--- src/rtl/autoplay_sequencer_pkg.sv ---
// Shared definitions for the autoplay sequencer.
// Holds the memory word layout (note field above the length-code field),
// the end-of-song marker, and the FSM state encodings. The states are
// plain 3-bit constants so older code that compares raw state values
// keeps working.
package autoplay_sequencer_pkg;

  localparam int DATA_WIDTH    = 8;
  localparam int LEN_BITS      = 3;
  localparam int MAX_DEPTH_BIT = 8;
  localparam int NOTE_BITS     = DATA_WIDTH - LEN_BITS;
  localparam int STATE_W       = 3;

  typedef logic [DATA_WIDTH-1:0] word_t;

  // An all-ones word ends the song early.
  localparam word_t END_MARKER = '1;

  localparam logic [STATE_W-1:0] ST_IDLE   = 3'd0;
  localparam logic [STATE_W-1:0] ST_REWIND = 3'd1;
  localparam logic [STATE_W-1:0] ST_REQ    = 3'd2;
  localparam logic [STATE_W-1:0] ST_WAIT   = 3'd3;
  localparam logic [STATE_W-1:0] ST_PLAY   = 3'd4;
  localparam logic [STATE_W-1:0] ST_GAP    = 3'd5;
  localparam logic [STATE_W-1:0] ST_DONE   = 3'd6;

  function automatic logic [NOTE_BITS-1:0] word_note(input word_t w);
    return w[DATA_WIDTH-1:LEN_BITS];
  endfunction

  function automatic logic [LEN_BITS-1:0] word_len(input word_t w);
    return w[LEN_BITS-1:0];
  endfunction

endpackage

--- src/rtl/autoplay_sequencer_if.sv ---
// Song memory read interface between the sequencer (master) and the
// note memory (slave).
//   read_en   master->slave  one-cycle request for the word at the pointer
//   read_rst  master->slave  one-cycle rewind of the read pointer to word 0
//   mem_data  slave->master  word returned for the last request
//   mem_ready slave->master  qualifies mem_data
// Handshake: the master pulses read_en for exactly one cycle and then holds
// off any further request until it sees mem_ready=1 (or gives up after a
// timeout). mem_data is only sampled in a cycle where mem_ready=1; at most
// one request is ever outstanding, and mem_ready outside a pending request
// is ignored.
interface autoplay_sequencer_if;
  import autoplay_sequencer_pkg::*;

  logic  read_en;
  logic  read_rst;
  word_t mem_data;
  logic  mem_ready;

  modport master (output read_en, output read_rst, input mem_data, input mem_ready);
  modport slave  (input read_en, input read_rst, output mem_data, output mem_ready);
endinterface

--- src/rtl/autoplay_sequencer_tick_prescaler.sv ---
// Modulo-TICK_DIV prescaler producing a one-cycle tick.
// Ports:
//   clk, rst_n  clock, asynchronous active-low reset
//   en          count only while high
//   clr         synchronous restart from zero (wins over en)
//   pause       hold the count while high
//   tick        high on the last count of each TICK_DIV period
module tick_prescaler
  import autoplay_sequencer_pkg::*;
#(
  parameter int TICK_DIV = 100000
) (
  input  logic clk,
  input  logic rst_n,
  input  logic en,
  input  logic clr,
  input  logic pause,
  output logic tick
);
  localparam int CNT_W = (TICK_DIV > 1) ? $clog2(TICK_DIV) : 1;

  logic [CNT_W-1:0] r_cnt;

  assign tick = en & ~pause & ~clr & (r_cnt == CNT_W'(TICK_DIV - 1));

  always_ff @(posedge clk or negedge rst_n) begin
    if (!rst_n) begin
      r_cnt <= '0;
    end else if (clr) begin
      r_cnt <= '0;
    end else if (en & ~pause) begin
      r_cnt <= tick ? '0 : r_cnt + 1'b1;
    end
  end
endmodule

--- src/rtl/autoplay_sequencer.sv ---
// Autoplay sequencer: fetches song words from note memory and plays each
// note on the tone generator for its coded length, followed by a silent gap.
// Ports:
//   clk, rst_n   clock, asynchronous active-low reset
//   start        pulse; begin playback from word 0 (only accepted in IDLE)
//   stop         pulse; abort playback (highest priority)
//   pause        level; freezes note timing while high
//   song_len     number of words to play
//   mem          memory read interface (master side)
//   note_out     note index while a note is playing
//   note_on      tone generator enable
//   busy         playback in progress
//   done         one-cycle pulse on normal completion
//   timeout_err  sticky memory-handshake timeout flag
//   played_cnt   words fully played since the last start (saturating)
//   dbg_state    current FSM state
module autoplay_sequencer
  import autoplay_sequencer_pkg::*;
#(
  parameter int TICK_DIV   = 100000,
  parameter int UNIT_TICKS = 125,
  parameter int GAP_TICKS  = 20,
  parameter int TIMEOUT    = 1024
) (
  input  logic                     clk,
  input  logic                     rst_n,
  input  logic                     start,
  input  logic                     stop,
  input  logic                     pause,
  input  logic [MAX_DEPTH_BIT-1:0] song_len,
  autoplay_sequencer_if.master     mem,
  output logic [NOTE_BITS-1:0]     note_out,
  output logic                     note_on,
  output logic                     busy,
  output logic                     done,
  output logic                     timeout_err,
  output logic [MAX_DEPTH_BIT-1:0] played_cnt,
  output logic [STATE_W-1:0]       dbg_state
);
  localparam int DUR_MAX = (1 << LEN_BITS) * UNIT_TICKS;
  localparam int DUR_W   = $clog2(DUR_MAX + 1);
  localparam int GAP_W   = $clog2(GAP_TICKS + 2);
  localparam int WAIT_W  = $clog2(TIMEOUT + 1);

  logic [STATE_W-1:0]       r_state;
  logic [NOTE_BITS-1:0]     r_note;
  logic [DUR_W-1:0]         r_dur;
  logic [GAP_W-1:0]         r_gap;
  logic [WAIT_W-1:0]        r_wait;
  logic [MAX_DEPTH_BIT-1:0] r_played;
  logic                     r_timeout_err;
  logic                     r_stop_rst;

  logic w_tick;
  logic w_presc_en;
  logic w_latch;

  assign w_presc_en = (r_state == ST_PLAY) | (r_state == ST_GAP);
  // A real note word is being accepted; restart the prescaler so the first
  // tick of the note lands a full TICK_DIV cycles later.
  assign w_latch = (r_state == ST_WAIT) & mem.mem_ready & ~stop &
                   (mem.mem_data != END_MARKER);

  tick_prescaler #(.TICK_DIV(TICK_DIV)) u_tick_prescaler (
    .clk   (clk),
    .rst_n (rst_n),
    .en    (w_presc_en),
    .clr   (w_latch),
    .pause (pause),
    .tick  (w_tick)
  );

  always_ff @(posedge clk or negedge rst_n) begin
    if (!rst_n) begin
      r_state       <= ST_IDLE;
      r_note        <= '0;
      r_dur         <= '0;
      r_gap         <= '0;
      r_wait        <= '0;
      r_played      <= '0;
      r_timeout_err <= 1'b0;
      r_stop_rst    <= 1'b0;
    end else begin
      r_stop_rst <= 1'b0;
      if (stop) begin
        // Abort rewinds the memory pointer so the next start is clean.
        if (r_state != ST_IDLE) begin
          r_state    <= ST_IDLE;
          r_stop_rst <= 1'b1;
        end
      end else begin
        case (r_state)
          ST_IDLE: begin
            if (start) begin
              r_played      <= '0;
              r_timeout_err <= 1'b0;
              r_state       <= (song_len == '0) ? ST_DONE : ST_REWIND;
            end
          end
          ST_REWIND: r_state <= ST_REQ;
          ST_REQ: begin
            r_wait  <= '0;
            r_state <= ST_WAIT;
          end
          ST_WAIT: begin
            if (mem.mem_ready) begin
              if (mem.mem_data == END_MARKER) begin
                r_state <= ST_DONE;
              end else begin
                r_note  <= word_note(mem.mem_data);
                r_dur   <= DUR_W'((int'(word_len(mem.mem_data)) + 1) * UNIT_TICKS);
                r_state <= ST_PLAY;
              end
            end else if (r_wait == WAIT_W'(TIMEOUT - 1)) begin
              r_timeout_err <= 1'b1;
              r_state       <= ST_IDLE;
            end else begin
              r_wait <= r_wait + 1'b1;
            end
          end
          ST_PLAY: begin
            // The tick that would bring the counter to zero ends the note.
            if (w_tick) begin
              if (r_dur <= DUR_W'(1)) begin
                r_dur <= '0;
                if (r_played != '1) r_played <= r_played + 1'b1;
                r_gap   <= GAP_W'(GAP_TICKS);
                r_state <= ST_GAP;
              end else begin
                r_dur <= r_dur - 1'b1;
              end
            end
          end
          ST_GAP: begin
            if (w_tick) begin
              if (r_gap <= GAP_W'(1)) begin
                r_gap   <= '0;
                r_state <= (r_played == song_len) ? ST_DONE : ST_REQ;
              end else begin
                r_gap <= r_gap - 1'b1;
              end
            end
          end
          ST_DONE: r_state <= ST_IDLE;
          default: r_state <= ST_IDLE;
        endcase
      end
    end
  end

  // Outputs decode from registered state, so they all drop with rst_n.
  assign mem.read_en  = (r_state == ST_REQ);
  assign mem.read_rst = (r_state == ST_REWIND) | r_stop_rst;
  assign note_out     = (r_state == ST_PLAY) ? r_note : '0;
  assign note_on      = (r_state == ST_PLAY) & (r_note != '0) & ~pause;
  assign busy         = (r_state != ST_IDLE) & (r_state != ST_DONE);
  assign done         = (r_state == ST_DONE);
  assign timeout_err  = r_timeout_err;
  assign played_cnt   = r_played;
  assign dbg_state    = r_state;
endmodule

--- src/flat_wrapper.sv ---
// flat-port wrapper written by rule: the top's interface ports become plain ports
module autoplay_sequencer_flat import autoplay_sequencer_pkg::*;
#(
  parameter int TICK_DIV   = 100000,
  parameter int UNIT_TICKS = 125,
  parameter int GAP_TICKS  = 20,
  parameter int TIMEOUT    = 1024
)
  (clk, rst_n, start, stop, pause, song_len, note_out, note_on, busy, done, timeout_err, played_cnt, dbg_state, mem_read_en, mem_read_rst, mem_mem_data, mem_mem_ready);
  autoplay_sequencer_if mem_i ();
  input  logic clk;
  input  logic rst_n;
  input  logic start;
  input  logic stop;
  input  logic pause;
  input  logic [MAX_DEPTH_BIT-1:0] song_len;
  output logic [NOTE_BITS-1:0] note_out;
  output logic note_on;
  output logic busy;
  output logic done;
  output logic timeout_err;
  output logic [MAX_DEPTH_BIT-1:0] played_cnt;
  output logic [STATE_W-1:0] dbg_state;
  output wire logic [$bits(mem_i.read_en)-1:0] mem_read_en;
  output wire logic [$bits(mem_i.read_rst)-1:0] mem_read_rst;
  input wire logic [$bits(mem_i.mem_data)-1:0] mem_mem_data;
  input wire logic [$bits(mem_i.mem_ready)-1:0] mem_mem_ready;
  assign mem_read_en = mem_i.read_en;
  assign mem_read_rst = mem_i.read_rst;
  assign mem_i.mem_data = mem_mem_data;
  assign mem_i.mem_ready = mem_mem_ready;
  autoplay_sequencer #(.TICK_DIV(TICK_DIV), .UNIT_TICKS(UNIT_TICKS), .GAP_TICKS(GAP_TICKS), .TIMEOUT(TIMEOUT)) u_core (.clk(clk), .rst_n(rst_n), .start(start), .stop(stop), .pause(pause), .song_len(song_len), .mem(mem_i), .note_out(note_out), .note_on(note_on), .busy(busy), .done(done), .timeout_err(timeout_err), .played_cnt(played_cnt), .dbg_state(dbg_state));
endmodule
--- config.mk ---
export PLATFORM = sky130hd
export DESIGN_NAME = autoplay_sequencer_flat
export DESIGN_NICKNAME = d
export VERILOG_FILES = /design/src/rtl/autoplay_sequencer_pkg.sv /design/src/rtl/autoplay_sequencer_if.sv /design/src/rtl/autoplay_sequencer_tick_prescaler.sv /design/src/rtl/autoplay_sequencer.sv /design/src/flat_wrapper.sv
export SDC_FILE = /design/constraint.sdc
export NUM_CORES = 1
export LEC_CHECK = 0
export CORE_MARGIN = 3
export CORE_UTILIZATION = 58
export DETAILED_ROUTE_END_ITERATION = 6
export PLACE_DENSITY = 0.79
export RECOVER_POWER = 50
export SYNTH_ARGS = -nofsm -noshare
export SYNTH_HDL_FRONTEND = slang
export SYNTH_SLANG_ARGS = --single-unit
--- constraint.sdc ---
create_clock -name clk -period 3.55 [get_ports clk]
set_input_delay 0.5325 -clock clk [delete_from_list [all_inputs] [get_ports clk]]
set_output_delay 0.5325 -clock clk [all_outputs]
set_load 0.03 [all_outputs]
; ---- Word-level counts from Yosys, hierarchy flattened
; Index checks and enable logic that the tools add are counted.
[totals]
reg_bits = 61
input_bits = 22
memories = 0
wordCells = 121
ram_bits = 0
rom_bits = 0
latchBits = 0
out_inout_bits = 22
[op_classes]
order_cmp = 2
n_mux = 41
bitwise_logic = 15
n_addsub = 6
shifts = 0
n_eq_ne = 30
n_reduce_logical = 17
mul = 1
n_div = 0
[op_table]
columns = operator, n
row1 = 17-bit 2-to-1 mux, 3
row2 = 10-bit 2-to-1 mux, 4
row3 = 3-bit 2-to-1 mux, 11
row4 = 32-bit by 8-bit multiplier with 10-bit output (second input constant), 1
row5 = 8-bit 2-to-1 mux, 4
row6 = 5-bit 2-to-1 mux, 5
row7 = 11-bit 2-to-1 mux, 2
row8 = 11-bit one-hot mux with 2 select lines, 1
row9 = 2-bit inequality test (second input constant), 10
row10 = 10-bit one-hot mux with 2 select lines, 1
row11 = 3-bit inequality test (second input constant), 6
row12 = 3-bit one-hot mux with 6 select lines, 1
row13 = 17-bit by 1-bit adder with 17-bit output (second input constant), 1
row14 = 17-bit == test (second input constant), 1
row15 = 8-bit inequality test (second input constant), 2
row16 = 8-bit one-hot mux with 2 select lines, 1
row17 = 5-bit AND reduction, 3
row18 = 2-bit nonzero test, 6
row19 = 11-bit by 1-bit adder with 11-bit output (second input constant), 1
row20 = 11-bit by 10-bit == test with 1-bit output (second input constant), 1
row21 = 10-bit by 1-bit less-or-equal comparator with 1-bit output (second input constant), 1
row22 = 5-bit one-hot mux with 2 select lines, 1
row23 = 10-bit by 1-bit subtractor with 10-bit output (second input constant), 1
row24 = 1-bit AND, 9
row25 = other kinds (23), 35

; ---- Logic depth before layout (Yosys ltp)
; Gate-level depths: netlist of run 1.
[depth]
word_depth = 10
depth_mapped = 14
ltp_nobuf = 13

; ---- Cells and area by module
; From an unflattened synthesis of run 1, not the netlist that was laid out.
[unflattened]
hier_cells = 493
hier_area_um2 = 4404.2
[modules_own_cells]
columns = module, seq_area_each_um2, instances, cells_per_inst, area_each_um2
row1 = autoplay_sequencer, 1101.1, 1, 379, 3318.2
row2 = tick_prescaler, 425.4, 1, 114, 1086.0

; ---- Worst setup path after synthesis of run 1
; No wires, ideal clock.
[synth_path]
path_kind = input-to-reg
start = input mem_mem_data[0]
end = register u_core.r_dur[9]
path_buffers = 1
path_slack_ps = 344
t_arrival_ps = 3050
setup_time_ps = 156
cell_stages = 13
required_ps = 3394
cell_sequence = ha_1 clkbuf_1 xor2_1 ha_1 inv_1 fa_1 inv_1 fa_1 a211oi_1 o21bai_1 a21oi_1 xnor2_1 o211ai_1
[synth_via]
elab_chain_len = 7
word_cells_on_any_way = 14
classes_between = add/sub: 1 / mul: 1 / eq/ne: 4 / mux: 3 / bitwise: 4 / reduce/logical: 1
[synth_lines]
columns = item, line
row1 = start: declaration, flat_wrapper.sv:26  ; input wire logic [$bits(mem_i.mem_data)-1:0] mem_mem_data;
row2 = "parallel branches: the longest is 7 deep, another holds 32-bit by 8-bit multiplier with 10-bit output", -
row3 = end signal: assignment, autoplay_sequencer.sv:111  ; r_dur <= DUR_W'((int'(word_len(mem.mem_data)) + 1) * UNIT_TICKS);
row4 = end signal: assignment, autoplay_sequencer.sv:130  ; r_dur <= r_dur - 1'b1;
row5 = end: declaration, autoplay_sequencer.sv:47  ; logic [DUR_W-1:0] r_dur;
; Several ways; the timed one is not identified. The select of a mux whose other input is x is not followed.
; A chain may end at the register's enable or synchronous reset.

; ---- Worst setup path in the final report of run 1
; Ends and elaborated chain as after synthesis.

==> metrics.csv, run 1 <==
stage;metric;value;unit
floorplan;die width;91.3;um
cts;clock latency on the worst-skew pair;340;ps
power;maximum vdd drop;0.406;mV
yosys;top_reg_cell synth;dfrtp_1;
cts;CTS resizes;0;
finish;most frequent cells in the layout;dfrtp_1 (61), o21ai_0 (46), nand2_1 (45), nor2_1 (41), clkdlybuf4s50_1 (37);
timing;Slew HR;19.9;%
drt;initial DRC count;220;
yosys;Post-synth EDFFs;0;
finish;Non-Filler Instances;637;
placed_design;RD Place Congestion;0.905;
finish;n_diodes;0;
critical_path;r2r endpoint;u_core.dbg_state[2]$_DFFE_PN0P_;
critical_path;R2R cell count;5;
timing;Final Max Tran Viols;0;
drt;First-pass DRT Iterations;5;
cts;cts hold-fix bufs;0;
cts;clock buffer count from CTS;9;
drt;routed vias;3940;
cts;post-CTS setup buffers;0;
critical_path;CP Class;in2reg;
global_route;initial antenna violation count;0;
timing;hold slack;416;ps
critical_path;CP startpoint;mem_mem_data[0];
critical_path;Crit Path Max Fanout;3;
power;P_leak;2.18;nW
yosys;YS warnings;0;
global_route;first-pass GRT wire length;17700;um
yosys;Post-synth ARST share;100;%
finish;share of layout cells above drive strength 1;8.50;%
placed_design;Placed Cells;623;
critical_path;Req. time, crit path;3760;ps
cts;Max Buffers Root-to-Sink;2;
cts;Clock Tree Root;clkbuf_8;
floorplan;row cnt;30;
floorplan;core area;0.00694;sq mm
global_route;Overflow after GRT;0;
drt;vias per cell;6.19;
drt;Routed WL per cell;16.2;um
drt;drt drc;0;
floorplan;Die Span Y;91.3;um
timing;Final Hold Vio Count;0;
placed_design;port buffer count;43;
timing;fin crit period;3300;ps
cts;TritonCTS Sinks;61;
finish;Final Util;71.8;%
yosys;post-synth cell types;67;
timing;f_max;303;MHz
timing;Final Cycle Share;93.0;%
drt;final WL;10300;um
critical_path;RR Startpoint;u_core.u_tick_prescaler.r_cnt[8]$_DFFE_PN0P_;
status;status;finished clean;
timing;endpoints failing setup;0;
critical_path;Worst R2R Setup Slack;770;ps
yosys;flop and latch count out of synthesis;61;
cts;H-tree lvl count;3;
floorplan;Initial Utilization;60.8;%
critical_path;Startpoint Class;input pin;
finish;area delta synth->final;18.0;%
timing;RSZ-0062 raised after global routing;false;
yosys;syn nets;538;
yosys;Mapped Avg Cell Area;8.62;sq um
yosys;Mapped Cells;490;
critical_path;Crit. End Element;flip-flop;
finish;Layout Nets;586;
timing;clk_skew;13.1;ps
cts;CTS tree;built;
finish;most common cell after layout, fill and taps aside;dfrtp_1;
floorplan;die area;0.00834;sq mm
floorplan;IO Pins;44;
global_route;Total GRT Usage;26.0;%
timing;TNS Setup;0;ps
hold_path;min-delay worst type;in2async;
drt;remaining antenna violation count;0;
global_route;pin count of the biggest net entering global routing;41;
global_route;vias in the first global route;3781;
critical_path;CP Data Arrival Time;3510;ps
power;Pwr Density;482;mW/mm^2
placed_design;hpwl dp;7680;um
yosys;Seq/Total Area, Yosys;36.1;%
timing;Worst Max-Slew Pin Slew;1200;ps
run;Max-cap violations;0;
cts;Clock transition at path regs;70;ps
placed_design;area of placed instances;0.00479;sq mm
finish;post-route cell area;0.00499;sq mm
yosys;synthesized area;0.00422;sq mm
synthesized netlist by cell type, drive strengths merged, types with 2 or more instances:
library cell / count / area [sq um]
dfrtp: 61 / 1530
o21ai: 50 / 250
nand2: 45 / 169
nor2: 41 / 154
inv: 28 / 105
o31ai: 23 / 178
ha: 22 / 275
nand3: 19 / 95.1
nor3: 18 / 100
a21oi: 15 / 75.1
clkbuf: 15 / 56.3
xnor2: 14 / 123
and2: 9 / 56.3
nand4: 9 / 62.6
or4: 9 / 71.3
a31oi: 7 / 50.1
a21o: 6 / 45.0
buf: 6 / 37.5
nand2b: 6 / 37.5
nor2b: 6 / 37.5
nor4: 6 / 52.6
a22o: 5 / 45.0
a22oi: 5 / 37.5
or3: 5 / 31.3
xor2: 5 / 43.8
fa: 4 / 80.1
o41ai: 4 / 35.0
or2: 4 / 25.0
a211oi: 3 / 22.5
and3: 3 / 18.8
o21bai: 3 / 22.5
a211o: 2 / 17.5
a21boi: 2 / 15.0
mux2: 2 / 26.3
nand4b: 2 / 17.5
nor3b: 2 / 15.0
o211ai: 2 / 15.0
o22ai: 2 / 12.5
o2bb2ai: 2 / 17.5
or3b: 2 / 17.5
or4b: 2 / 23.8
area by class of cell:
cell class	instances	area (sq um)
Timing Repair Buffer	58	534
Fill cell	543	1960
Inverter	28	105
Multi-Input combinational cell	380	2500
Clock inverter	5	77.6
Clock buffer	9	124
Tap cell	96	120
Sequential cell	61	1530
sequential cells by signal, summed over array words and instances (netlist names):
name and cells:
u_core.dbg_state 3, u_core.u_tick_prescaler.r_cnt 17, u_core.timeout_err 1, u_core.r_wait 11, u_core.r_note 5, u_core.r_gap 5
u_core.r_stop_rst 1, u_core.played_cnt 8, u_core.r_dur 10
worst max path at each step:
stage,slack (ps),to,depth (start not counted)
2_1_floorplan,340,u_core.r_dur[9]$_DFFE_PN0P_,13
3_3_place_gp,-7,u_core.r_dur[9]$_DFFE_PN0P_,13
3_5_place_dp,-100,u_core.r_dur[9]$_DFFE_PN0P_,13
4_1_cts,240,u_core.r_dur[9]$_DFFE_PN0P_,13
5_1_grt,90,u_core.r_dur[9]$_DFFE_PN0P_,13
6_report,250,u_core.r_dur[9]$_DFFE_PN0P_,13
critical path, cell delays in order:
cell             delay, ps
clkdlybuf4s50_1        430
ha_1                   230
xor2_1                 160
ha_1                   290
inv_1                   60
fa_1                   510
inv_1                   70
fa_1                   470
a211oi_1               250
o21bai_1               100
a21oi_1                180
xnor2_1                130
o211ai_1                90
stage by stage:
step	setup slack (ps)	power, W
floorplan	344	0.00151
global placement	-7.32	0.00171
detailed placement	-104	0.00175
CTS	237	0.00241
global route	87.6	0.00256
finish	249	0.00240
cell families after synthesis:
| family | after synthesis | share of synthesized area, % |
|---|---|---|
| AND/OR/NAND/NOR | 192 | 24.2 |
| AO/OA/AOI/OAI | 140 | 21.8 |
| flip-flops | 61 | 36.1 |
| buffers and inverters | 49 | 4.71 |
| adder cells (fa/ha/maj) | 26 | 8.41 |
| XOR/XNOR | 19 | 3.94 |
| multiplexers | 3 | 0.859 |
where the power goes:
group / leakage (nW) / internal [W] / switching (W)
Sequential: 0.814 / 0.000843 / 0.000181
Clock: 0.101 / 0.000385 / 0.000270
Combinational: 1.26 / 0.000340 / 0.000382
routing by layer:
layer  up-vias  share of wire [%]  global-route usage [%]
met3        15                5.3                    6.38
li1       1895                  -                       -
met4         0                1.0                    6.66
met5         -                  0                       0
met1      1906                 45                    35.2
met2       124                 49                    41.8
No activity file was read; power rests on OpenSTA's default activity.
==> inputs of run 2 (changes only) <==
--- a/config.mk
+++ b/config.mk
@@ -8,5 +8,7 @@
 export CORE_MARGIN = 3
-export CORE_UTILIZATION = 58
+export CORE_UTILIZATION = 59
+export CTS_BUF_LIST = sky130_fd_sc_hd__clkbuf_2 sky130_fd_sc_hd__clkbuf_4 sky130_fd_sc_hd__clkbuf_8
 export DETAILED_ROUTE_END_ITERATION = 6
-export PLACE_DENSITY = 0.79
+export HOLD_SLACK_MARGIN = 0.15
+export PLACE_DENSITY = 0.81
 export RECOVER_POWER = 50
==> constraint.sdc (replaced) <==
create_clock -name clk -period 3.55 [get_ports clk]
set_input_delay 0.71 -clock clk [delete_from_list [all_inputs] [get_ports clk]]
set_output_delay 0.71 -clock clk [all_outputs]
set_load 0.03 [all_outputs]
==> run 2 against run 1 <==
The flow now finishes with violations (max-capacitance violations, max-slew violations). Maximum frequency fell by 3.7%. Total power is 3.0% higher. Non-clock buffer count is 10 higher. Setup slack worse by 130 ps. Via count rose by 0.96%. Highest routed layer unchanged.
==> metrics.csv, run 2 (synthesized netlist as in run 1, its figures left out) <==
stage;metric;value;unit;change
finish;share of layout cells above drive strength 1;10.8;%;+2.3 points
floorplan;row cnt;30;;unchanged
finish;Fillers;535;;-1.5%
timing;f_max;292;MHz;-3.7%
floorplan;die area;0.00821;sq mm;-1.6%
critical_path;Startpoint Class;input pin;;
critical_path;CP delay by family, top;adder cells;;
finish;most frequent cells in the layout;dfrtp_1 (61), nand2_1 (45), o21ai_0 (45), clkdlybuf4s50_1 (42), nor2_1 (41);;
placed_design;RD Place Congestion;0.853;;-5.8%
cts;Clock transition at path regs;70;ps;about the same
drt;initial DRC count;260;;+18%
power;Pwr Density;487;mW/mm^2;+1.1%
hold_path;min-delay worst type;reg2reg;;
cts;TritonCTS Sinks;61;;unchanged
cts;post-CTS setup buffers;0;;unchanged
power;P_leak;2.20;nW;+1.1%
critical_path;Bufs and invs on worst path;5;;+2
global_route;first-pass GRT wire length;18600;um;+5.0%
timing;endpoints failing setup;0;;unchanged
drt;final WL;10900;um;+5.3%
power;total power;0.00247;W;+3.0%
placed_design;port buffer count;43;;unchanged
drt;Routed WL per cell;16.8;um;+3.3%
drt;remaining antenna violation count;0;;unchanged
timing;clk_skew;11.4;ps;-1.71 ps
finish;max FFs per register;17;;unchanged
finish;most common cell after layout, fill and taps aside;dfrtp_1;;
timing;Slew HR;-10.6;%;-31 points
critical_path;CP Data Arrival Time;3700;ps;+190 ps
finish;area delta synth->final;20.3;%;
floorplan;Initial Utilization;61.5;%;+0.66 points
global_route;Total GRT Usage;27.4;%;+1.5 points
finish;Final Util;74.0;%;+2.2 points
critical_path;CP Class;in2reg;;
timing;Final Cycle Share;96.6;%;+3.6 points
finish;biggest regs;u_core.u_tick_prescaler.r_cnt: 17 flops, u_core.r_wait: 11 flops, u_core.r_dur: 10 flops;;
drt;drt drc;0;;unchanged
global_route;vias in the first global route;3919;;+3.6%
hold_path;hold_sp;u_core.r_wait[10]$_DFFE_PN0P_;;
timing;Worst Max-Slew Pin Slew;1660;ps;+458 ps
drt;routed vias;3978;;+0.96%
hold_path;Endpoint, Worst Hold;u_core.r_wait[10]$_DFFE_PN0P_;;
timing;Final Max Tran Viols;30;;+30
drt;vias per cell;6.13;;-0.90%
floorplan;Die Span Y;90.6;um;-0.79%
status;failing checks;max-capacitance violations, max-slew violations;;
cts;Clock Tree Root;clkbuf_8;;
floorplan;core area;0.00687;sq mm;-1.1%
power;maximum vdd drop;0.358;mV;-12%
drt;First-pass DRT Iterations;5;;unchanged
placed_design;hpwl dp;7950;um;+3.4%
run;Max-cap violations;1;;+1
critical_path;r2r endpoint;u_core.dbg_state[2]$_DFFE_PN0P_;;
cts;CTS tree;built;;
placed_design;Placed Cells;633;;+1.6%
critical_path;CP Cell Sequence;clkdlybuf4s50_1 -> ha_1 -> xor2_1 -> ha_1 -> inv_1 -> fa_1 -> inv_1 -> buf_4 -> ha_1 -> a21o_1 -> a21oi_2 -> buf_4 -> xnor2_1 -> a22oi_1 -> o21ai_1;;
critical_path;R2R cell count;5;;unchanged
global_route;Overflow after GRT;0;;unchanged
finish;Largest Register;u_core.u_tick_prescaler.r_cnt;;
cts;clock latency on the worst-skew pair;350;ps;about the same
finish;Layout Nets;596;;+1.7%
critical_path;Req. time, crit path;3820;ps;+60 ps
floorplan;die width;90.6;um;-0.79%
global_route;initial antenna violation count;0;;unchanged
critical_path;RR Startpoint;u_core.u_tick_prescaler.r_cnt[8]$_DFFE_PN0P_;;
critical_path;Crit Path Max Fanout;2;;-1
cts;Max Buffers Root-to-Sink;2;;unchanged
status;status;complete, but fails checks;;
cts;H-tree lvl count;3;;unchanged
floorplan;IO Pins;44;;unchanged
finish;Non-Filler Instances;649;;+1.9%
finish;n_diodes;0;;unchanged
global_route;pin count of the biggest net entering global routing;30;;-27%
timing;Final Hold Vio Count;0;;unchanged
hold_path;Hold Path Cell Cnt;1;;
critical_path;Worst R2R Setup Slack;740;ps;-30 ps
critical_path;Crit. End Element;flip-flop;;
critical_path;most used cell, CP;ha_1;;
critical_path;Max stage delay on crit path;490;ps;-20 ps
cts;clock buffer count from CTS;9;;unchanged
timing;fin crit period;3430;ps;+127 ps
critical_path;Slowest-stage cell, CP;fa_1;;
run 2: changes by cell type in the layout (fill, tap and decap cells not counted), sizes merged:
| cell | before | now |
|---|---|---|
| clkdlybuf4s50 | 37 | 42 |
| clkbuf | 11 | 16 |
| clkinvlp | 1 | 2 |
| dlygate4sd3 | 5 | 0 |
| bufinv | 2 | 1 |
| buf | 14 | 21 |
run 2: cell type report:
class / count / area (sq um) / area share, %
multi-input cells: 380 / 2520 / 49.6
clock inverters: 5 / 58.8 / 1.16
repair buffers: 68 / 597 / 11.7
clock buffers: 11 / 151 / 2.98
inverters: 28 / 105 / 2.07
flip-flops and latches: 61 / 1530 / 30.0
well taps: 96 / 120 / 2.36
run 2: power by group:
part           internal, W  switching [W]
sequential        0.000843       0.000185
clock             0.000362       0.000294
combinational     0.000376       0.000413
run 2: through the flow:
step	hold WS [ps]	cell area, sq um	setup slack, ps	TNS [ps]
2_1_floorplan	414	4220	166	0
3_3_place_gp	467	4860	-193	-553
3_5_place_dp	485	4860	-259	-1050
4_1_cts	418	5070	96.3	0
5_1_grt	521	5080	-6.49	-6.49
6_report	492	5080	122	0
run 2: metal layers:
metal | vias up | share of wire [%] | global-route usage (%)
met3 | 25 | 4.7 | 5.50
met2 | 113 | 50 | 45.7
met5 | - | 0 | 0
met4 | 0 | 2.0 | 9.57
li1 | 1901 | - | -
met1 | 1939 | 43 | 35.5
run 2: what timing repair did:
action	4_1_cts	5_1_grt
setup endpoints to repair	0	4
hold buffers	0	0
resized for setup	0	7
run 2: how the worst max path moves through the flow:
stage,endpoint,slack (ps),startpoint,cells after the start
after floorplan,u_core.r_dur[9]$_DFFE_PN0P_,170,mem_mem_data[0],13
after global placement,u_core.r_dur[9]$_DFFE_PN0P_,-190,mem_mem_data[0],13
after detailed placement,u_core.r_dur[9]$_DFFE_PN0P_,-260,mem_mem_data[0],13
after CTS,u_core.r_dur[9]$_DFFE_PN0P_,100,mem_mem_data[0],13
after global routing,u_core.r_dur[8]$_DFFE_PN0P_,-6,mem_mem_data[0],14
final,u_core.r_dur[6]$_DFFE_PN0P_,120,mem_mem_data[1],15
==> inputs of run 3 (changes only) <==
TNS_END_PERCENT = 30   (was not set)
==> run 3 against run 2 <==
The flow still finishes with violations (max-capacitance violations, max-slew violations). Sequential share of layout area barely moved. Sequential cell count did not move. Maximum frequency rose by 0.25%. Hold slack improved by 1.7 ps. Setup slack improved by 8.4 ps. Sequential power barely moved. Final area barely moved. Register-to-register slack barely moved. Clock-buffer cell count did not move. Total power barely moved. Critical endpoint unchanged. Largest cell class unchanged.
==> metrics.csv, run 3 (synthesized netlist as in run 1, its figures left out) <==
stage;metric;value;unit;change
critical_path;most used cell, CP;ha_1;;
cts;clock buffer count from CTS;9;;unchanged
power;total power;0.00247;W;about the same
placed_design;area of placed instances;0.00486;sq mm;unchanged
run;Max-cap violations;1;;unchanged
global_route;Overflow after GRT;0;;unchanged
drt;vias per cell;6.14;;+0.23%
drt;remaining antenna violation count;0;;unchanged
finish;n_diodes;0;;unchanged
placed_design;RD Place Congestion;0.853;;unchanged
cts;CTS tree;built;;
cts;Max Buffers Root-to-Sink;2;;unchanged
hold_path;min-delay worst type;reg2reg;;
critical_path;CP delay by family, top;adder cells;;
floorplan;row cnt;30;;unchanged
finish;most common cell after layout, fill and taps aside;dfrtp_1;;
drt;routed vias;3987;;+0.23%
placed_design;hpwl dp;7950;um;unchanged
drt;initial DRC count;253;;-2.7%
critical_path;CP Data Arrival Time;3700;ps;about the same
cts;post-CTS setup buffers;0;;unchanged
floorplan;core area;0.00687;sq mm;unchanged
critical_path;CP Cell Sequence;clkdlybuf4s50_1 -> ha_1 -> xor2_1 -> ha_1 -> inv_1 -> fa_1 -> inv_1 -> buf_4 -> ha_1 -> a21o_1 -> a21oi_2 -> buf_4 -> xnor2_1 -> a22oi_1 -> o21ai_1;;
status;failing checks;max-capacitance violations, max-slew violations;;
cts;Clock Tree Root;clkbuf_8;;
timing;fin crit period;3420;ps;-8.44 ps
placed_design;port buffer count;43;;unchanged
floorplan;die width;90.6;um;unchanged
finish;biggest regs;u_core.u_tick_prescaler.r_cnt: 17 flops, u_core.r_wait: 11 flops, u_core.r_dur: 10 flops;;
timing;clk_skew;12.9;ps;+1.50 ps
global_route;vias in the first global route;3919;;unchanged
critical_path;Req. time, crit path;3830;ps;about the same
global_route;initial antenna violation count;0;;unchanged
timing;Final Hold Vio Count;0;;unchanged
cts;TritonCTS Sinks;61;;unchanged
critical_path;Crit. End Element;flip-flop;;
floorplan;IO Pins;44;;unchanged
finish;Fillers;533;;-0.37%
power;Pwr Density;486;mW/mm^2;about the same
power;maximum vdd drop;0.357;mV;-0.18%
timing;endpoints failing setup;0;;unchanged
drt;First-pass DRT Iterations;5;;unchanged
cts;cts hold-fix bufs;0;;unchanged
drt;Routed WL per cell;16.8;um;+0.38%
global_route;first-pass GRT wire length;18600;um;unchanged
global_route;pin count of the biggest net entering global routing;30;;unchanged
floorplan;Die Span Y;90.6;um;unchanged
power;P_leak;2.20;nW;+0.13%
timing;Final Cycle Share;96.3;%;-0.24 points
floorplan;Initial Utilization;61.5;%;unchanged
floorplan;die area;0.00821;sq mm;unchanged
critical_path;Crit Path Max Fanout;2;;unchanged
cts;clock latency on the worst-skew pair;360;ps;about the same
finish;Final Util;74.0;%;about the same
critical_path;Bufs and invs on worst path;5;;unchanged
finish;share of layout cells above drive strength 1;11.0;%;+0.18 points
critical_path;Max stage delay on crit path;490;ps;about the same
timing;RSZ-0062 raised after global routing;true;;
timing;Final Max Tran Viols;30;;unchanged
status;status;complete, but fails checks;;
drt;final WL;10900;um;+0.38%
timing;Slew HR;-10.8;%;-0.20 points
finish;Layout Nets;596;;unchanged
critical_path;Startpoint Class;input pin;;
timing;Worst Max-Slew Pin Slew;1660;ps;+2.98 ps
cts;Clock transition at path regs;70;ps;about the same
timing;f_max;292;MHz;+0.25%
finish;most frequent cells in the layout;dfrtp_1 (61), o21ai_0 (46), nand2_1 (45), clkdlybuf4s50_1 (42), nor2_1 (41);;
cts;H-tree lvl count;3;;unchanged
finish;post-route cell area;0.00508;sq mm;about the same
finish;max FFs per register;17;;unchanged
critical_path;CP Class;in2reg;;
cts;CTS resizes;0;;unchanged
finish;Largest Register;u_core.u_tick_prescaler.r_cnt;;
finish;area delta synth->final;20.4;%;about the same
drt;drt drc;0;;unchanged
critical_path;Slowest-stage cell, CP;fa_1;;
global_route;Total GRT Usage;27.4;%;unchanged
run 3: cell count changes in the layout (fill, tap and decap cells not counted):
| cell | previous run | this run |
|---|---|---|
| clkbuf_1 | 5 | 4 |
| o311ai_0 | 1 | 0 |
| o21ai_0 | 45 | 46 |
| buf_4 | 21 | 22 |
| o21ai_1 | 5 | 4 |
| o311ai_1 | 0 | 1 |
run 3: area by class of cell:
type / instances / area [sq um] / share of cell area (%)
Clock inverter: 5 / 58.8 / 1.16
Clock buffer: 11 / 151 / 2.98
Inverter: 28 / 105 / 2.07
Tap cell: 96 / 120 / 2.36
Multi-Input combinational cell: 380 / 2520 / 49.6
Sequential cell: 61 / 1530 / 30.0
Timing Repair Buffer: 68 / 601 / 11.8
run 3: routing by layer:
metal  vias up  part of all wire (%)  global-route usage, %
met5         -                     0                      0
met4         0                   1.9                   9.57
met3        23                   4.4                   5.50
met2       107                    50                   45.7
met1      1951                    44                   35.5
li1       1906                     -                      -
run 3: metrics by stage:
| step | setup WS (ps) | setup TNS, ps | hold WS (ps) | cells |
|---|---|---|---|---|
| 3_5_place_dp | -259 | -1050 | 485 | 633 |
| 4_1_cts | 96.3 | 0 | 418 | 649 |
| 5_1_grt | -12.1 | -12.1 | 521 | 649 |
| 2_1_floorplan | 166 | 0 | 414 | 490 |
| 6_report | 130 | 0 | 494 | 649 |
| 3_3_place_gp | -193 | -553 | 467 | 633 |
run 3: worst paths after layout:
check / start / to / slack [ps] / depth (start not counted)
max: mem_mem_data[1] / u_core.r_dur[6]$_DFFE_PN0P_ / 130 / 15
min: u_core.r_wait[10]$_DFFE_PN0P_ / u_core.r_wait[10]$_DFFE_PN0P_ / 490 / 1
max reg2reg: u_core.u_tick_prescaler.r_cnt[8]$_DFFE_PN0P_ / u_core.dbg_state[2]$_DFFE_PN0P_ / 740 / 5
min reg2reg: u_core.r_wait[10]$_DFFE_PN0P_ / u_core.r_wait[10]$_DFFE_PN0P_ / 490 / 1
max in group asynchronous: rst_n / u_core.r_gap[2]$_DFFE_PN0P_ / 740 / 2
min in group asynchronous: rst_n / u_core.u_tick_prescaler.r_cnt[14]$_DFFE_PN0P_ / 780 / 1
run 3: report_power, final:
| group | total [W] | internal [W] | switching [W] |
|---|---|---|---|
| Clock | 0.000658 | 0.000362 | 0.000295 |
| Sequential | 0.00103 | 0.000843 | 0.000185 |
| Combinational | 0.000789 | 0.000375 | 0.000413 |
| Total | 0.00247 | 0.00158 | 0.000893 |
